File: config.mk
export PLATFORM = sky130hd
export DESIGN_NAME = i2c_slave_top
export DESIGN_NICKNAME = d
export VERILOG_FILES = /design/src/rtl/i2c_slave_top.sv
export SDC_FILE = /design/constraint.sdc
export NUM_CORES = 1
export LEC_CHECK = 0
export CORE_UTILIZATION = 46
export CTS_BUF_LIST = sky130_fd_sc_hd__clkbuf_8
export CTS_CLUSTER_DIAMETER = 120
export CTS_CLUSTER_SIZE = 30
export DETAILED_ROUTE_END_ITERATION = 6
export GPL_ROUTABILITY_DRIVEN = 0
export PLACE_DENSITY = 0.76
export SETUP_SLACK_MARGIN = 0.1
export SYNTH_ARGS = -nofsm -noshare
export SYNTH_HDL_FRONTEND = slang
export SYNTH_SLANG_ARGS = --single-unit
File: constraint.sdc
create_clock -name clk_i -period 1.94 [get_ports clk_i]
set_input_delay 0.388 -clock clk_i [delete_from_list [all_inputs] [get_ports clk_i]]
set_output_delay 0.388 -clock clk_i [all_outputs]
set_load 0.05 [all_outputs]
File: src/rtl/i2c_slave_top.sv
// ---------------------------------------------------------------------------
// i2c_slave_top
//
// I2C target peripheral. It answers one programmable 7-bit address, collects
// write bytes into an RX holding register and returns read bytes from a TX
// holding register. It never drives SCL, so there is no clock stretching.
//
// Ports
//   clk_i, rstn_i        system clock; synchronous reset, asserted high
//   avl_addr/avl_wdata   register bus address (select = [5:2]) and write data
//   avl_write/chipsel    write strobe and select (chipsel alone = read)
//   avl_rdata            registered read data, valid one cycle after chipsel
//   interrupt_o          registered IRQ flag gated by IEN
//   scl_pad_i/sda_pad_i  bus lines
//   sda_pad_o            always 0 (open drain)
//   sda_padoen_o         0 pulls SDA low, 1 releases it
//
// Register map: 0x00 ADDR, 0x04 CTRL {EN,IEN}, 0x08 RX, 0x0C STATUS,
// 0x10 TX (write only), 0x14 CMD {clear OVR/UNR, IACK}.
// STATUS = {RW, BUSY, AAS, TXE, RXV, OVR, UNR, IRQ}.
// ---------------------------------------------------------------------------
module i2c_slave_top #(
    parameter logic [6:0] ADDR_RST = 7'h00
) (
    input  logic        clk_i,
    input  logic        rstn_i,
    input  logic [7:0]  avl_addr,
    input  logic [31:0] avl_wdata,
    input  logic        avl_write,
    input  logic        avl_chipsel,
    output logic [31:0] avl_rdata,
    output logic        interrupt_o,
    input  logic        scl_pad_i,
    input  logic        sda_pad_i,
    output logic        sda_pad_o,
    output logic        sda_padoen_o
);

    typedef enum logic [2:0] {
        S_IDLE, S_ADDR, S_ADDR_ACK, S_RX_DATA,
        S_RX_ACK, S_TX_DATA, S_TX_ACK, S_WAIT_STOP
    } state_t;

    localparam logic [3:0] REG_ADDR   = 4'd0;
    localparam logic [3:0] REG_CTRL   = 4'd1;
    localparam logic [3:0] REG_RX     = 4'd2;
    localparam logic [3:0] REG_STATUS = 4'd3;
    localparam logic [3:0] REG_TX     = 4'd4;
    localparam logic [3:0] REG_CMD    = 4'd5;

    // Line conditioning
    logic r_scl_s1, r_scl_s2, r_scl_d, r_scl_rise, r_scl_fall;
    logic r_sda_s1, r_sda_s2, r_sda_d, r_sda_rise, r_sda_fall;

    // Protocol state
    state_t     r_state, w_state_nxt;
    logic [2:0] r_cnt;
    logic [7:0] r_shift;
    logic       r_sda_oen, r_ack_ok;

    // Registers
    logic [6:0]  r_addr;
    logic        r_en, r_ien;
    logic [7:0]  r_rx, r_tx;
    logic        r_rw, r_busy, r_aas, r_txe, r_rxv, r_ovr, r_unr, r_irq;
    logic [31:0] r_rdata;
    logic        r_irq_out;

    // Combinational controls
    logic        w_start, w_stop;
    logic        w_oen_nxt, w_cnt_clr, w_cnt_inc;
    logic        w_shift_in, w_shift_out, w_tx_load;
    logic        w_addr_hit, w_rx_accept, w_rx_ovr, w_ack_ok_set;
    logic [7:0]  w_rx_byte, w_load_byte, w_status;
    logic [3:0]  w_sel;
    logic        w_rd, w_wr;
    logic [31:0] w_rd_mux;
    logic        w_unused;

    // Byte being assembled, including the bit sampled on this SCL rise.
    assign w_rx_byte   = {r_shift[6:0], r_sda_d};
    // An empty TX register sends all ones (released line) and flags underrun.
    assign w_load_byte = r_txe ? 8'hFF : r_tx;

    // r_scl_d/r_sda_d are the synchronized levels aligned with the edge
    // pulses, so START/STOP qualify against the SCL level of the same cycle.
    assign w_start = r_sda_fall & r_scl_d;
    assign w_stop  = r_sda_rise & r_scl_d;

    assign w_sel    = avl_addr[5:2];
    assign w_rd     = avl_chipsel & ~avl_write;
    assign w_wr     = avl_chipsel & avl_write;
    assign w_unused = ^{avl_addr[7:6], avl_addr[1:0], avl_wdata[31:8]};

    assign w_status = {r_rw, r_busy, r_aas, r_txe, r_rxv, r_ovr, r_unr, r_irq};

    // 2-flop synchronizer followed by a registered edge detector: a pad
    // change shows up as an edge pulse three clocks later.
    always_ff @(posedge clk_i) begin
        if (rstn_i) begin
            r_scl_s1   <= 1'b1;
            r_scl_s2   <= 1'b1;
            r_scl_d    <= 1'b1;
            r_scl_rise <= 1'b0;
            r_scl_fall <= 1'b0;
            r_sda_s1   <= 1'b1;
            r_sda_s2   <= 1'b1;
            r_sda_d    <= 1'b1;
            r_sda_rise <= 1'b0;
            r_sda_fall <= 1'b0;
        end else begin
            // NOTE: non-blocking assignments make every flop sample the
            // pre-edge value, so the synchronizer chain really is 2 deep.
            r_scl_s1   <= scl_pad_i;
            r_scl_s2   <= r_scl_s1;
            r_scl_d    <= r_scl_s2;
            r_scl_rise <= r_scl_s2 & ~r_scl_d;
            r_scl_fall <= ~r_scl_s2 & r_scl_d;
            r_sda_s1   <= sda_pad_i;
            r_sda_s2   <= r_sda_s1;
            r_sda_d    <= r_sda_s2;
            r_sda_rise <= r_sda_s2 & ~r_sda_d;
            r_sda_fall <= ~r_sda_s2 & r_sda_d;
        end
    end

    always_ff @(posedge clk_i) begin
        if (rstn_i) r_state <= S_IDLE;
        else        r_state <= w_state_nxt;
    end

    always_comb begin
        // NOTE: every output gets a default before the case so that no path
        // leaves a signal unassigned and infers a latch.
        w_state_nxt  = r_state;
        w_oen_nxt    = r_sda_oen;
        w_cnt_clr    = 1'b0;
        w_cnt_inc    = 1'b0;
        w_shift_in   = 1'b0;
        w_shift_out  = 1'b0;
        w_tx_load    = 1'b0;
        w_addr_hit   = 1'b0;
        w_rx_accept  = 1'b0;
        w_rx_ovr     = 1'b0;
        w_ack_ok_set = 1'b0;

        if (!r_en) begin
            w_state_nxt = S_IDLE;
            w_oen_nxt   = 1'b1;
        end else if (w_stop) begin
            w_state_nxt = S_IDLE;
            w_oen_nxt   = 1'b1;
        end else if (w_start) begin
            w_state_nxt = S_ADDR;
            w_cnt_clr   = 1'b1;
            w_oen_nxt   = 1'b1;
        end else begin
            case (r_state)
                S_ADDR: begin
                    if (r_scl_rise) begin
                        w_shift_in = 1'b1;
                        if (r_cnt == 3'd7) begin
                            if (w_rx_byte[7:1] == r_addr) begin
                                w_addr_hit  = 1'b1;
                                w_state_nxt = S_ADDR_ACK;
                            end else begin
                                w_state_nxt = S_WAIT_STOP;
                            end
                        end else begin
                            w_cnt_inc = 1'b1;
                        end
                    end
                end
                // SDA is still released on entry; the first fall starts the
                // ACK and the second one ends it.
                S_ADDR_ACK: begin
                    if (r_scl_fall) begin
                        if (r_sda_oen) begin
                            w_oen_nxt = 1'b0;
                        end else if (r_rw) begin
                            w_tx_load   = 1'b1;
                            w_oen_nxt   = w_load_byte[7];
                            w_cnt_clr   = 1'b1;
                            w_state_nxt = S_TX_DATA;
                        end else begin
                            w_oen_nxt   = 1'b1;
                            w_cnt_clr   = 1'b1;
                            w_state_nxt = S_RX_DATA;
                        end
                    end
                end
                S_RX_DATA: begin
                    if (r_scl_rise) begin
                        w_shift_in = 1'b1;
                        if (r_cnt == 3'd7) begin
                            if (!r_rxv) begin
                                w_rx_accept = 1'b1;
                                w_state_nxt = S_RX_ACK;
                            end else begin
                                w_rx_ovr    = 1'b1;
                                w_state_nxt = S_WAIT_STOP;
                            end
                        end else begin
                            w_cnt_inc = 1'b1;
                        end
                    end
                end
                S_RX_ACK: begin
                    if (r_scl_fall) begin
                        if (r_sda_oen) begin
                            w_oen_nxt = 1'b0;
                        end else begin
                            w_oen_nxt   = 1'b1;
                            w_cnt_clr   = 1'b1;
                            w_state_nxt = S_RX_DATA;
                        end
                    end
                end
                // Bit 7 was put on the line by the load; falls 1..7 drive
                // bits 6..0 and the 8th fall hands SDA back for the ACK.
                S_TX_DATA: begin
                    if (r_scl_fall) begin
                        if (r_cnt == 3'd7) begin
                            w_oen_nxt   = 1'b1;
                            w_state_nxt = S_TX_ACK;
                        end else begin
                            w_oen_nxt   = r_shift[7];
                            w_shift_out = 1'b1;
                            w_cnt_inc   = 1'b1;
                        end
                    end
                end
                S_TX_ACK: begin
                    if (r_scl_rise) begin
                        if (!r_sda_d) w_ack_ok_set = 1'b1;
                        else          w_state_nxt  = S_WAIT_STOP;
                    end else if (r_scl_fall && r_ack_ok) begin
                        w_tx_load   = 1'b1;
                        w_oen_nxt   = w_load_byte[7];
                        w_cnt_clr   = 1'b1;
                        w_state_nxt = S_TX_DATA;
                    end
                end
                S_WAIT_STOP: w_oen_nxt = 1'b1;
                default:     w_oen_nxt = 1'b1;
            endcase
        end
    end

    always_comb begin
        w_rd_mux = 32'h0;
        case (w_sel)
            REG_ADDR:   w_rd_mux = {25'h0, r_addr};
            REG_CTRL:   w_rd_mux = {24'h0, r_en, r_ien, 6'h0};
            REG_RX:     w_rd_mux = {24'h0, r_rx};
            REG_STATUS: w_rd_mux = {24'h0, w_status};
            default:    w_rd_mux = 32'h0;
        endcase
    end

    always_ff @(posedge clk_i) begin
        if (rstn_i) begin
            r_cnt     <= 3'd0;
            r_shift   <= 8'h00;
            r_sda_oen <= 1'b1;
            r_ack_ok  <= 1'b0;
            r_addr    <= ADDR_RST;
            r_en      <= 1'b0;
            r_ien     <= 1'b0;
            r_rx      <= 8'h00;
            r_tx      <= 8'h00;
            r_rw      <= 1'b0;
            r_busy    <= 1'b0;
            r_aas     <= 1'b0;
            r_txe     <= 1'b1;
            r_rxv     <= 1'b0;
            r_ovr     <= 1'b0;
            r_unr     <= 1'b0;
            r_irq     <= 1'b0;
            r_rdata   <= 32'h0;
            r_irq_out <= 1'b0;
        end else begin
            r_sda_oen <= w_oen_nxt;

            if (w_cnt_clr)      r_cnt <= 3'd0;
            else if (w_cnt_inc) r_cnt <= r_cnt + 3'd1;

            if (w_tx_load)        r_shift <= {w_load_byte[6:0], 1'b1};
            else if (w_shift_in)  r_shift <= w_rx_byte;
            else if (w_shift_out) r_shift <= {r_shift[6:0], 1'b1};

            if (w_tx_load)         r_ack_ok <= 1'b0;
            else if (w_ack_ok_set) r_ack_ok <= 1'b1;

            if (w_start)     r_busy <= 1'b1;
            else if (w_stop) r_busy <= 1'b0;

            if (w_stop)          r_aas <= 1'b0;
            else if (w_addr_hit) r_aas <= 1'b1;

            if (w_addr_hit) r_rw <= w_rx_byte[0];

            // Bus-side clears come first so that a line event in the same
            // cycle overrides them (new byte keeps RXV, new IRQ survives IACK).
            if (w_rd && w_sel == REG_RX) r_rxv <= 1'b0;
            if (w_wr && w_sel == REG_CMD) begin
                if (avl_wdata[0]) r_irq <= 1'b0;
                if (avl_wdata[1]) begin
                    r_ovr <= 1'b0;
                    r_unr <= 1'b0;
                end
            end

            if (w_rx_accept) begin
                r_rx  <= w_rx_byte;
                r_rxv <= 1'b1;
            end
            if (w_rx_ovr) r_ovr <= 1'b1;
            if (w_tx_load) begin
                if (r_txe) r_unr <= 1'b1;
                else       r_txe <= 1'b1;
            end
            if (w_addr_hit || w_rx_accept || w_ack_ok_set || (w_stop && r_aas))
                r_irq <= 1'b1;

            // Register writes last: a TX write coinciding with a shifter load
            // leaves TX full again after the load consumed the old contents.
            if (w_wr) begin
                case (w_sel)
                    REG_ADDR: r_addr <= avl_wdata[6:0];
                    REG_CTRL: begin
                        r_en  <= avl_wdata[7];
                        r_ien <= avl_wdata[6];
                    end
                    REG_TX: begin
                        r_tx  <= avl_wdata[7:0];
                        r_txe <= 1'b0;
                    end
                    default: ;
                endcase
            end

            if (w_rd) r_rdata <= w_rd_mux;
            r_irq_out <= r_irq & r_ien;
        end
    end

    assign avl_rdata    = r_rdata;
    assign interrupt_o  = r_irq_out;
    assign sda_pad_o    = 1'b0;
    assign sda_padoen_o = r_sda_oen;

endmodule

# Word-level counts from Yosys, hierarchy flattened
# Cells that the tools add are included.
[word_totals]
reg_bits = 92
output_inout_bits = 35
word_cells = 226
[classes]
add_sub_neg = 1
eq_ne = 39
muxes = 107
bitwise_logic = 16
reduce_logical = 32
[ops]
columns = ["op", "n"]
rows = [
  ["two-way mux 1 bit", 81],
  ["two-way mux 3 bit", 15],
  ["!= test 3 bit (second input constant)", 12],
  ["two-way mux 8 bit", 4],
  ["one-hot mux 8 bit (4 select lines)", 1],
  ["AND reduction 13 bit", 2],
  ["!= test 2 bit (second input constant)", 12],
  ["one-hot mux 3 bit (6 select lines)", 1],
  ["equality test 3 bit (second input constant)", 4],
  ["nonzero test 2 bit", 6],
  ["AND reduction 2 bit", 5],
  ["OR reduction 2 bit", 5],
  ["AND 1 bit", 9],
  ["equality test 4 x 2 -> 1 bit (second input constant)", 2],
  ["equality test 4 x 3 -> 1 bit (second input constant)", 2],
  ["!= test 4 bit (second input constant)", 2],
  ["equality test 7 bit", 1],
  ["NOT 1 bit", 7],
  ["nonzero test 7 bit", 1],
  ["equality test 3 x 2 -> 1 bit (second input constant)", 2],
  ["one-hot mux 1 bit (2 select lines)", 3],
  ["AND reduction 6 bit", 1],
  ["nonzero test 6 bit", 1],
  ["one-hot mux 1 bit (5 select lines)", 1],
  ["10 further kinds", 15],
]

# Logic depth before layout (Yosys ltp)
[depth]
depth_word = 13
ltp_mapped = 8
mapped_depth_nobuf = 7

# Least setup slack after synthesis
# No wires, ideal clock.
[synth_path]
path_kind = "reg2reg"
startpoint = "register r_cnt[0]"
endpoint = "register r_shift[3]"
setup_ns = 0.088
arrival_time_ns = 1.722
required_time_ns = 1.852
path_slack_ns = 0.130
path_stages_with_launch = 8
n_path_buf = 0
period_less_slack_ns = 1.810
path_cell_list = "dfxtp_1 ha_1 ha_1 and4bb_1 o2111ai_2 inv_1 nand2_1 a311oi_2"
[synth_between]
elab_chain_len = 8
[synth_lines]
columns = ["item", "line_no", "rtl"]
rows = [
  ["start, declared", "57", "logic [2:0] r_cnt;"],
  ["start signal, assigned", "286", "else if (w_cnt_inc) r_cnt <= r_cnt + 3'd1;"],
  ["equality test 3 bit", "223", "if (r_cnt == 3'd7) begin"],
  ["two-way mux 1 bit", "223", ""],
  ["two-way mux 1 bit", "222", "if (r_scl_fall) begin"],
  ["two-way mux 1 bit", "158", "case (r_state)"],
  ["two-way mux 1 bit", "153", "end else if (w_start) begin"],
  ["two-way mux 1 bit", "150", "end else if (w_stop) begin"],
  ["two-way mux 1 bit", "147", "if (!r_en) begin"],
  ["nonzero test 3 bit (no source line)", "--", ""],
  ["end signal, assigned", "288", "if (w_tx_load) r_shift <= {w_load_byte[6:0], 1'b1};"],
  ["end signal, assigned", "289", "else if (w_shift_in) r_shift <= w_rx_byte;"],
  ["end signal, assigned", "290", "else if (w_shift_out) r_shift <= {r_shift[6:0], 1'b1};"],
  ["end, declared", "58", "logic [7:0] r_shift;"],
]
# No other way between the ends.
# A chain may end at the register's enable or synchronous reset.

# Final worst setup path
[layout_path]
startpoint = "register r_cnt[0]"
endpoint = "register r_rx[6]"
[layout_between]
elab_chain_len = 7
[layout_lines]
columns = ["item", "line_no", "rtl"]
rows = [
  ["equality test 3 bit", "195", "if (r_cnt == 3'd7) begin"],
  ["two-way mux 1 bit", "195", ""],
  ["two-way mux 1 bit", "193", "if (r_scl_rise) begin"],
  ["two-way mux 1 bit", "158", ""],
  ["two-way mux 1 bit", "153", ""],
  ["two-way mux 1 bit", "150", ""],
  ["two-way mux 1 bit", "147", ""],
  ["end signal, assigned", "315", "r_rx <= w_rx_byte;"],
  ["end, declared", "64", "logic [7:0] r_rx, r_tx;"],
]
# No other way between the ends.

==> results_dict.tcl <==
set metrics [dict create \
    hold_violations 0 \
    hold_depth 1 \
    p_per_area_nw_per_um2 722 \
    ys_seq_elements 68 \
    tightestPinTransition_ns 0.520 \
    syn_area_um2 3370 \
    async_reset_ff_share_pct 0 \
    power.total_uw 2950 \
    hold_ws_ns 0.413 \
    htree_levels 3 \
    worst-setup-path-type "register to register" \
    cts.path.max_buffers 2 \
    p_leak_uw 0.00172 \
    num_vias 2875 \
    cts_buffers 9 \
    cp.arrival_ns 2.03 \
    cts-root-buf "clkbuf_8" \
    firstDrtPassIters 5 \
    drive_above_1_share_pct 20.1 \
    drc_errors 0 \
    fillCellCount 592 \
    clk_latency_ns 0.35 \
    syn_area_per_cell_um2 8.78 \
    design.core.area_um2 6940 \
    wl_per_cell_um 15.0 \
    grt_use_total_pct 21.2 \
    die_h_um 87.6 \
    vdd_drop_max_mv 0.389 \
    drv_slew 0 \
    ys_top_cells_by_area "dfxtp_1 (40%), mux2i_1 (7.7%), buf_4 (5.8%)" \
    yosysWarnings 0 \
    ys.flop_type "dfxtp_1" \
    finalWirelength_um 7940 \
    yosysMostFrequentCell "dfxtp_1" \
    ant_nets 0 \
    die_w_um 87.6 \
    outcome "complete, no violations" \
    skew_ns 0.00737 \
    drt_iter0_markers 245 \
    grt_pass1_vias 2561 \
    setup_viol 0 \
    grt_overflow 0 \
    antennaDiodeCount 0 \
    cp-start-kind "register" \
    start_util_pct 48.5 \
    clk_pin_slew_worst_paths_ns 0.08 \
    ys_seq_area_share_pct 40.4 \
    crit_required_ns 2.22 \
    hp-class "register to register" \
    num_rows 30 \
    rsz0062_at_grt "false" \
    antenna_found_initial 0 \
    port-buffer-count 27 \
    clock_sinks 68 \
    cp_max_fo 5 \
    seqCellArea_um2 1370 \
    cts_tree "yes" \
    die-area_um2 7670 \
    maxSlewHeadroom_pct 65.3 \
    synthToLayoutAreaGrowth_pct 21.5 \
    max_freq_ghz 0.572 \
    nets 475 \
    grt_pass1_wl_um 12400 \
    synth_cells 384 \
    drv_cap 0 \
    synth_edf_count 0 \
    ys_top_cells_by_count "dfxtp_1 (68), nand2_1 (47), nor2_1 (40), a21oi_1 (27)" \
    synth_top_area_share_pct 40.4 \
    io_pins 81 \
    post-route-period-util_pct 90.0 \
    avgViaCountPerCell 5.45 \
    rr_worst_depth 9 \
    yosysTopAreaCell "dfxtp_1" \
    fin_crit_ns 1.75 \
    multi_input_area_um2 1880 \
    hpwl_um 5500 \
    grt_max_degree 46 \
    synthDistinctLibCells 54 \
    endpoint_kind "register" \
    reg2reg_setup_slack_ns 0.19 \
]
## cell families after synthesis
| family | share of synthesized area [%] |
|---|---|
| AOI/OAI and AO/OA | 15.6 |
| adders and majority gates | 0.742 |
| and+or+nand+nor | 23.7 |
| xor gates and xnor gates | 2.08 |
| muxes | 8.72 |
| buffers and inverters | 8.72 |
| DFF | 40.4 |
| other | 0.111 |
## state kept, by name, indices dropped and copies added, names as in the netlist, 3 cells and up
register / flops
avl_rdata: 8
r_cnt: 3
r_rx: 8
r_tx: 8
r_state: 3
r_shift: 8
r_addr: 7
## layout by cell type, fill, tap and decap left out, types with 7 or more instances in the layout
master	count
a21oi_1	25
a22oi_1	10
a311oi_2	7
buf_4	20
clkbuf_8	9
clkdlybuf4s50_1	16
conb_1	25
dfxtp_1	65
dlygate4sd2_1	8
mux2i_1	26
nand2_1	47
nand2b_1	10
nor2_1	40
nor3_1	11
o21ai_0	10
or2_2	8
xor2_1	7
## worst paths after layout
| check | end | startpoint |
|---|---|---|
| hold reg to reg | r_sda_s2 | r_sda_s1 |
| hold / removal | r_sda_s2 | r_sda_s1 |
| setup reg to reg | r_rx[6] | r_cnt[0] |
| setup / recovery | r_rx[6] | r_cnt[0] |
## report_power, final
| part | switching (µW) | leakage, µW | internal [µW] |
|---|---|---|---|
| Clock | 569 | 0.000110 | 730 |
| Sequential | 8.01 | 0.000551 | 1400 |
| Combinational | 178 | 0.00106 | 65.3 |
## critical path, cell delays in order (launching register included)
cell	delay [ns]
dfxtp_2	0.36
ha_4	0.14
ha_4	0.13
and2_4	0.16
nand4_1	0.12
buf_4	0.19
nor3_4	0.22
buf_6	0.16
nand2_1	0.05
a21oi_1	0.14
## per-stage QoR
stage               setup slack (ns)  setup TNS (ns)  util (%)  instance area (µm²)  std cells
floorplan                      0.130               0         -                 3460        408
global placement              0.0512               0      54.4                 3770        510
detailed placement           -0.0131         -0.0131      54.4                 3770        510
CTS                           0.0423               0      57.6                 4000        526
global route                   0.100               0      59.0                 4090        528
finish                         0.193               0      59.0                 4090        528
## area by class of cell
class	count	share of cell area, %
Sequential cell	68	33.3
Clock buffer	9	3.03
Inverter	6	0.550
Tap cell	96	2.93
Timing Repair Buffer	51	11.7
Clock inverter	7	2.41
Multi-Input combinational cell	291	46.0
## what timing repair did
| item | CTS | global route |
|---|---|---|
| gates cloned | 0 | 1 |
| gates resized for setup | 12 | 20 |
| buffers inserted | 0 | 1 |
| hold buffers | 0 | 0 |
| pin swaps | 0 | 5 |
| setup endpoints to repair | 19 | 23 |
## metal layers
layer,GRT usage (%),vias to the layer above,share of wire [%]
met3,4.34,11,6.4
li1,-,1384,-
met4,7.90,0,1.5
met2,33.9,122,48
met1,28.2,1358,44
met5,0,-,0
Power figures use the tool's default switching activity.
